--- src/rtl/axis_pkg.sv ---
// Shared constants and helpers for the AXI-Stream FIFO.
// Holds default parameters and the level-width function.
package axis_pkg;

    localparam int DEF_WIDTH  = 8;
    localparam int DEF_USER_W = 1;
    localparam int DEF_DEPTH  = 16;

    // Bits needed to count 0..depth inclusive
    function automatic int lw_of(input int depth);
        return $clog2(depth + 1);
    endfunction

endpackage

--- src/rtl/axis_fifo_ram.sv ---
// Simple dual-port storage for the stream FIFO.
// Synchronous write, asynchronous read, no reset on the array.
module axis_fifo_ram #(
    parameter int DW    = 10,
    parameter int DEPTH = 16,
    parameter int AW    = $clog2(DEPTH)
) (
    input  logic          clk,
    input  logic          we,
    input  logic [AW-1:0] waddr,
    input  logic [DW-1:0] wdata,
    input  logic [AW-1:0] raddr,
    output logic [DW-1:0] rdata
);

    logic [DW-1:0] mem [DEPTH];

    // Write port: one entry per accepted beat
    always_ff @(posedge clk) begin
        if (we) begin
            mem[waddr] <= wdata;
        end
    end

    assign rdata = mem[raddr];

endmodule

--- src/rtl/axis_fifo.sv ---
// AXI-Stream first-word-fall-through FIFO.
// Tracks beat level and stored end-of-line count.
module axis_fifo
    import axis_pkg::*;
#(
    parameter int WIDTH     = DEF_WIDTH,
    parameter int USER_W    = DEF_USER_W,
    parameter int DEPTH     = DEF_DEPTH,
    parameter int AF_THRESH = DEPTH - 2
) (
    input  logic                     clk,
    input  logic                     rst,
    input  logic                     flush,
    input  logic                     s_tvalid,
    output logic                     s_tready,
    input  logic [WIDTH-1:0]         s_tdata,
    input  logic [USER_W-1:0]        s_tuser,
    input  logic                     s_tlast,
    output logic                     m_tvalid,
    input  logic                     m_tready,
    output logic [WIDTH-1:0]         m_tdata,
    output logic [USER_W-1:0]        m_tuser,
    output logic                     m_tlast,
    output logic [lw_of(DEPTH)-1:0]  level,
    output logic [lw_of(DEPTH)-1:0]  pkt_count,
    output logic                     almost_full
);

    localparam int AW = $clog2(DEPTH);
    localparam int LW = lw_of(DEPTH);
    localparam int DW = WIDTH + USER_W + 1;

    localparam logic [LW-1:0] FULL = LW'(DEPTH);
    localparam logic [LW-1:0] AF_L = LW'(AF_THRESH);

    logic [AW-1:0] wptr;
    logic [AW-1:0] rptr;
    logic          wr;
    logic          rd;
    logic          pk_inc;
    logic          pk_dec;
    logic [DW-1:0] wdata;
    logic [DW-1:0] rdata;

    assign s_tready    = (level != FULL) && !flush;
    assign m_tvalid    = (level != '0);
    assign wr          = s_tvalid && s_tready;
    assign rd          = m_tvalid && m_tready;
    assign pk_inc      = wr && s_tlast;
    assign pk_dec      = rd && m_tlast;
    assign almost_full = (level >= AF_L);

    assign wdata = {s_tlast, s_tuser, s_tdata};
    assign {m_tlast, m_tuser, m_tdata} = rdata;

    axis_fifo_ram #(
        .DW    (DW),
        .DEPTH (DEPTH),
        .AW    (AW)
    ) u_ram (
        .clk   (clk),
        .we    (wr),
        .waddr (wptr),
        .wdata (wdata),
        .raddr (rptr),
        .rdata (rdata)
    );

    // Pointers wrap naturally since DEPTH is a power of two
    always_ff @(posedge clk or posedge rst) begin
        if (rst) begin
            wptr <= '0;
            rptr <= '0;
        end else if (flush) begin
            wptr <= '0;
            rptr <= '0;
        end else begin
            if (wr) wptr <= wptr + AW'(1);
            if (rd) rptr <= rptr + AW'(1);
        end
    end

    // Beat level: +1 write, -1 read, hold on both or neither
    always_ff @(posedge clk or posedge rst) begin
        if (rst) begin
            level <= '0;
        end else if (flush) begin
            level <= '0;
        end else begin
            unique case ({wr, rd})
                2'b10:   level <= level + LW'(1);
                2'b01:   level <= level - LW'(1);
                default: level <= level;
            endcase
        end
    end

    // Count of stored beats carrying tlast
    always_ff @(posedge clk or posedge rst) begin
        if (rst) begin
            pkt_count <= '0;
        end else if (flush) begin
            pkt_count <= '0;
        end else begin
            unique case ({pk_inc, pk_dec})
                2'b10:   pkt_count <= pkt_count + LW'(1);
                2'b01:   pkt_count <= pkt_count - LW'(1);
                default: pkt_count <= pkt_count;
            endcase
        end
    end

endmodule

--- config.mk ---
export PLATFORM = sky130hd
export DESIGN_NAME = axis_fifo
export DESIGN_NICKNAME = d
export VERILOG_FILES = /design/src/rtl/axis_pkg.sv /design/src/rtl/axis_fifo_ram.sv /design/src/rtl/axis_fifo.sv
export SDC_FILE = /design/constraint.sdc
export NUM_CORES = 1
export LEC_CHECK = 0
export BUFFER_PORTS_ARGS = -buffer_cell sky130_fd_sc_hd__clkbuf_2
export CAP_MARGIN = 20
export CELL_PAD_IN_SITES_DETAIL_PLACEMENT = 0
export CELL_PAD_IN_SITES_GLOBAL_PLACEMENT = 1
export CORE_MARGIN = 2
export CORE_UTILIZATION = 25
export DETAILED_ROUTE_END_ITERATION = 10
export PLACE_DENSITY = 0.48
export SETUP_SLACK_MARGIN = 0.15
export SYNTH_ARGS = -nofsm -noshare
export SYNTH_HDL_FRONTEND = slang
export SYNTH_SLANG_ARGS = --single-unit
--- constraint.sdc ---
create_clock -name clk -period 2.7 [get_ports clk]
set_input_delay 0.27 -clock clk [delete_from_list [all_inputs] [get_ports clk]]
set_output_delay 0.27 -clock clk [all_outputs]
set_load 0.03 [all_outputs]
Word level (Yosys, flattened, before mapping)
Memory sizes are Yosys's and may differ from the RTL's.
Index checks and enable logic that the tools add are counted.
{ "op_classes": {"n_addsub": 6, "order_cmp": 1, "n_eq_ne": 5, "n_mux": 10, "reduce_logical": 11} }
{ "op_table": {"columns": ["operator", "count"], "rows": [
  ["5-bit one-hot mux with 2 select lines", 2],
  ["4-bit 2-to-1 mux", 4],
  ["5-bit by 1-bit adder with 5-bit output, second input constant", 2],
  ["5-bit 2-to-1 mux", 2],
  ["5-bit by 1-bit subtractor with 5-bit output, second input constant", 2],
  ["4-bit by 1-bit adder with 4-bit output, second input constant", 2],
  ["3-bit nonzero test", 2],
  ["5-bit by 4-bit >= comparator with 1-bit output, second input constant", 1],
  ["1-bit logical AND", 5],
  ["5-bit inequality test, second input constant", 1],
  ["5-bit nonzero test", 1],
  ["2-bit by 1-bit equality test with 1-bit output, second input constant", 2],
  ["2-bit equality test, second input constant", 2],
  ["2-bit nonzero test", 2],
  ["1-bit 2-to-1 mux", 2],
  ["1-bit logical NOT", 1]
]} }
{ "totals": {"regBits": 18, "mem_bits_rw": 160, "input_bits": 15, "out_inout_bits": 23, "word_cells": 38, "n_memories": 1} }
{ "memory_table": {"columns": ["name", "depth", "width", "read_ports", "rd_ports_with_merged_regs", "write_ports", "line_no", "rtl"], "rows": [
  ["u_ram.mem", 16, 10, 1, 0, 1, "axis_fifo_ram.sv:16", "logic [DW-1:0] mem [DEPTH];"]
]} }

Logic depth before layout (Yosys ltp)
{ "logic_depth": {"word_depth": 7, "depth_mapped": 12, "mapped_depth_nobuf": 11} }

Cells and area by module
A second synthesis with hierarchy kept.
{ "hier_totals": {"hier_cells": 389, "area_unflattened_um2": 7438.4} }
{ "modules_own_cells": {"columns": ["module", "instances", "cells_per_inst", "area_per_inst_um2", "seq_area_each_um2"], "rows": [
  ["axis_fifo_ram", 1, 269, 6153.4, 4804.6],
  ["axis_fifo", 1, 120, 1285.0, 450.4]
]} }

Least setup slack after synthesis
No wires, ideal clock.
{ "synth_path": {"path_type": "register to register", "startpoint": "register level[0]", "endpoint": "register pkt_count[4]", "setup_ns": 0.128, "arrival_time_ns": 2.969, "t_required_ns": 2.572, "setup_slack_ns": -0.397, "path_stages_with_launch": 12, "path_buffers": 0, "synth_period_minus_slack_ns": 3.097, "cell_sequence": "dfrtp_1 -> or4_4 -> o211ai_1 -> and4b_1 -> o21ai_2 -> inv_1 -> ha_1 -> nor2b_1 -> o21a_1 -> o21ai_0 -> o32ai_2 -> mux2_1"} }
{ "synth_between": {"elab_chain_cells": 7, "word_cells_on_any_way": 12, "classes_between": "eq/ne: 3; mux: 2; reduce/logical: 7"} }
{ "synth_lines": {"columns": ["element", "line_no", "rtl"], "rows": [
  ["start, declared", "axis_fifo.sv:24", "output logic [lw_of(DEPTH)-1:0] level,"],
  ["start signal, assigned", "axis_fifo.sv:91", "2'b10: level <= level + LW'(1);"],
  ["start signal, assigned", "axis_fifo.sv:92", "2'b01: level <= level - LW'(1);"],
  ["start signal, assigned", "axis_fifo.sv:93", "default: level <= level;"],
  ["5-bit inequality test", "axis_fifo.sv:45", "assign s_tready = (level != FULL) && !flush;"],
  ["1-bit logical AND", "axis_fifo.sv:45", null],
  ["1-bit logical AND", "axis_fifo.sv:47", "assign wr = s_tvalid && s_tready;"],
  ["1-bit logical AND", "axis_fifo.sv:49", "assign pk_inc = wr && s_tlast;"],
  ["2-bit by 1-bit equality test with 1-bit output / 2-bit equality test (equally long branches)", "axis_fifo.sv:105", "unique case ({pk_inc, pk_dec})"],
  ["5-bit one-hot mux with 2 select lines", "axis_fifo.sv:105", null],
  ["5-bit 2-to-1 mux", "axis_fifo.sv:102", "end else if (flush) begin"],
  ["end signal, assigned", "axis_fifo.sv:106", "2'b10: pkt_count <= pkt_count + LW'(1);"],
  ["end signal, assigned", "axis_fifo.sv:107", "2'b01: pkt_count <= pkt_count - LW'(1);"],
  ["end signal, assigned", "axis_fifo.sv:108", "default: pkt_count <= pkt_count;"],
  ["end, declared", "axis_fifo.sv:25", "output logic [lw_of(DEPTH)-1:0] pkt_count,"]
]} }
Several ways; a longest one is shown, not always the timed one.
A chain may end at the register's enable or synchronous reset.

Final worst setup path
Ends and elaborated chain as after synthesis.

==> flow_summary_export.csv <==
group,metric,value,unit
run_status,status,"complete, but fails checks",
run_status,violations,"negative setup slack",
worst_setup_path,criticalPathCategory,"flip-flop to flip-flop",
global_routing,grt_overflow_total,0,
synthesis,synth_nets,424,
worst_setup_path,crit_path_max_fanout,3,
cts,cts_tree,"yes",
cts,insertion_delay,0.43,ns
cells_and_area,synthToLayoutAreaGrowth,29.8,%
worst_setup_path,cp_data_required_time,3.02,ns
global_routing,grt_pass1_vias,4230,
timing,worstMarginPinSlew,0.847,ns
timing,rsz0062_at_grt,"yes",
detailed_routing,detail_route.drc_violations,0,
flow_run,maxCapViolations,0,
timing,setup-violations-final,2,
place,gp_congestion,0.735,
cells_and_area,drive_gt1_share,44.7,%
cells_and_area,num_antenna_cells,0,
place,place_ws,-0.220,ns
pwr,ir_worst_vdd,0.556,mV
global_routing,grt_util_all_layers,11.8,%
synthesis,synth_cell_types,47,
floorplanning,die_area,0.0310,mm2
place,dpl.hpwl,10700,um
pwr,power.density,868,mW/mm2
timing,finalCritPeriodShare,107,%
timing,slew_viol_final,0,
cells_and_area,layout_common_cells,"160 x edfxtp_1, 49 x buf_4, 46 x mux4_2",
place,dp_cells,848,
cts,clk_transition_reported_paths,0.07,ns
worst_hold_path,hold_path_class,"input port to flip-flop",
timing,hold_viol,0,
cts,root_buffer,"clkbuf_16",
cells_and_area,utilization,32.7,%
worst_setup_path,crit_start,"level[0]",
cts,cts_buffers,17,
floorplanning,initial_core_util,25.2,%
global_routing,grt_pass1_wl,26500,um
detailed_routing,route.vias.total,3970,
floorplanning,die_x,176,um
synthesis,ys_warn_count,0,
synthesis,synthCells,396,
cells_and_area,fin_area,0.00962,mm2
detailed_routing,wl,17700,um
floorplanning,core,0.0294,mm2
worst_setup_path,worstPathArrival,3.21,ns
cts,clock-sinks,178,
floorplanning,die_h,176,um
worst_hold_path,hp-start,"s_tdata[3]",
global_routing,grt_max_degree,22,
timing,fin_ws,-0.188,ns
worst_setup_path,worstSetupEndpointType,"flip-flop",
timing,relSlewSlack,43.5,%
cells_and_area,final_nets,527,
place,post_dp_cell_area,0.00842,mm2
cells_and_area,fill_cells,2841,
cells_and_area,fin_cells,902,
synthesis,syn_avg_cell_area,18.7,um2
detailed_routing,antenna_left,0,
timing,fmax,346,MHz
worst_setup_path,startpoint_type,"flip-flop",
synthesis,ys_seq_area_share,70.9,%
detailed_routing,drt_iter0_drc,193,
cells_and_area,final_common_cell,"edfxtp_1",
timing,post-route-min-period,2.89,ns
timing,fin_skew,0.0121,ns
detailed_routing,viasPerCell,4.40,
worst_setup_path,r2r-start,"level[0]",
timing,finalSetupTns,-0.251,ns
global_routing,antenna_found_initial,0,
pwr,leakagePower,3.25,nW
synthesis,ys_ff_latch,178,
synthesis,syn-cell-area,0.00741,mm2
cts,htree_levels,4,
floorplanning,placementRows,63,
cts,cts.path.max_buffers,2,
detailed_routing,drtPass1Iterations,4,
floorplanning,io_pins,38,
place,io_buffers,37,
detailed_routing,wl_per_cell,19.6,um
==> kinds of logic (layout without fill, tap and decap cells) <==
group	Yosys count	in the layout	synth area share, %
AOI/OAI and AO/OA	32	32	2.90
xor gates and xnor gates	10	10	1.18
adders and majority gates	13	13	2.40
buffers and inverters	35	151	1.94
DFF	178	178	70.9
muxes	58	58	15.7
and+or+nand+nor	70	70	5.01
==> through the flow <==
step	total power [mW]	hold slack [ns]
floorplan	4.67	0.208
global placement	5.42	0.466
detailed placement	5.44	0.458
CTS	8.33	0.221
global route	8.78	0.256
finish	8.36	0.233
==> registers in the layout, indices dropped and copies added, names as in the netlist <==
| name | cells |
|---|---|
| level | 5 |
| u_ram.mem | 160 |
| rptr | 4 |
| pkt_count | 5 |
| wptr | 4 |
==> layer usage <==
| layer | up-vias | GRT usage (%) | part of all wire [%] |
|---|---|---|---|
| li1 | 1795 | - | - |
| met1 | 2083 | 15.7 | 45 |
| met2 | 74 | 19.2 | 50 |
| met3 | 18 | 2.22 | 3.9 |
| met4 | 0 | 4.20 | 1.6 |
| met5 | - | 0 | 0 |
==> where the power goes <==
group | internal [mW] | switching (mW) | total (mW)
Clock | 1.32 | 1.13 | 2.45
Sequential | 3.12 | 0.0999 | 3.22
Combinational | 1.37 | 1.32 | 2.69
==> what timing repair did <==
| item | 4_1_cts | 5_1_grt |
|---|---|---|
| endpoints found under the setup margin | 54 | 95 |
| gates resized for setup | 51 | 25 |
| cloned | 3 | 2 |
| pin swaps | 8 | 10 |
| hold buffers | 1 | 0 |
| hold endpoints to repair | 13 | 0 |
| buffers inserted | 8 | 8 |
==> critical path, cell delays in order (launching register included) <==
cell      delay (ns)
dfrtp_2         0.40
or4_4           0.53
o211ai_1        0.20
and4b_1         0.24
o21ai_2         0.19
inv_2           0.09
ha_4            0.22
nor2b_4         0.12
o21a_1          0.20
o32ai_2         0.25
mux2_4          0.32
==> path summary, 6_finish.rpt <==
check                                        end  slack, ns  cells after the start
worst max-delay path                pkt_count[4]      -0.19                     10
worst min-delay path            u_ram.mem[12][3]       0.23                      1
worst max register to register      pkt_count[4]      -0.19                     10
worst min register to register           wptr[0]       0.57                      1
max in group asynchronous                rptr[0]       1.58                      3
min in group asynchronous           pkt_count[0]       0.53                      3
==> synth_stat cells (all sizes together) <==
cell type / n / area (um2)
o21a: 2 / 15.0
o21ai: 9 / 48.8
a211oi: 3 / 22.5
a21oi: 11 / 66.3
o32ai: 1 / 16.3
nand4b: 1 / 8.76
a21o: 2 / 15.0
and4b: 1 / 10.0
o211ai: 1 / 7.51
nand2b: 2 / 12.5
nand4: 3 / 18.8
o31ai: 1 / 7.51
nor3: 7 / 40.0
mux2i: 10 / 100
or4: 1 / 11.3
nand2: 12 / 45.0
buf: 7 / 38.8
mux4: 46 / 1040
nand3b: 1 / 7.51
xor2: 4 / 35.0
xnor2: 6 / 52.6
clkbuf: 12 / 45.0
nor4b: 1 / 8.76
nand3: 4 / 20.0
fa: 2 / 40.0
dfrtp: 18 / 450
nor2: 20 / 77.6
and2: 5 / 31.3
a22oi: 1 / 7.51
ha: 11 / 138
or3: 2 / 17.5
mux2: 2 / 26.3
nor4: 5 / 31.3
a31o: 1 / 8.76
inv: 16 / 60.1
edfxtp: 160 / 4800
nor2b: 4 / 25.0
and3: 1 / 6.26
==> cell type report <==
type	count	area (um2)	share of cell area, %
clock inverters	15	166	1.73
inverters	16	60.1	0.624
flip-flops and latches	178	5260	54.7
well taps	390	488	5.07
clock buffers	17	425	4.42
repair buffers	103	995	10.3
multi-input cells	183	2230	23.2
Power figures use the tool's default switching activity.
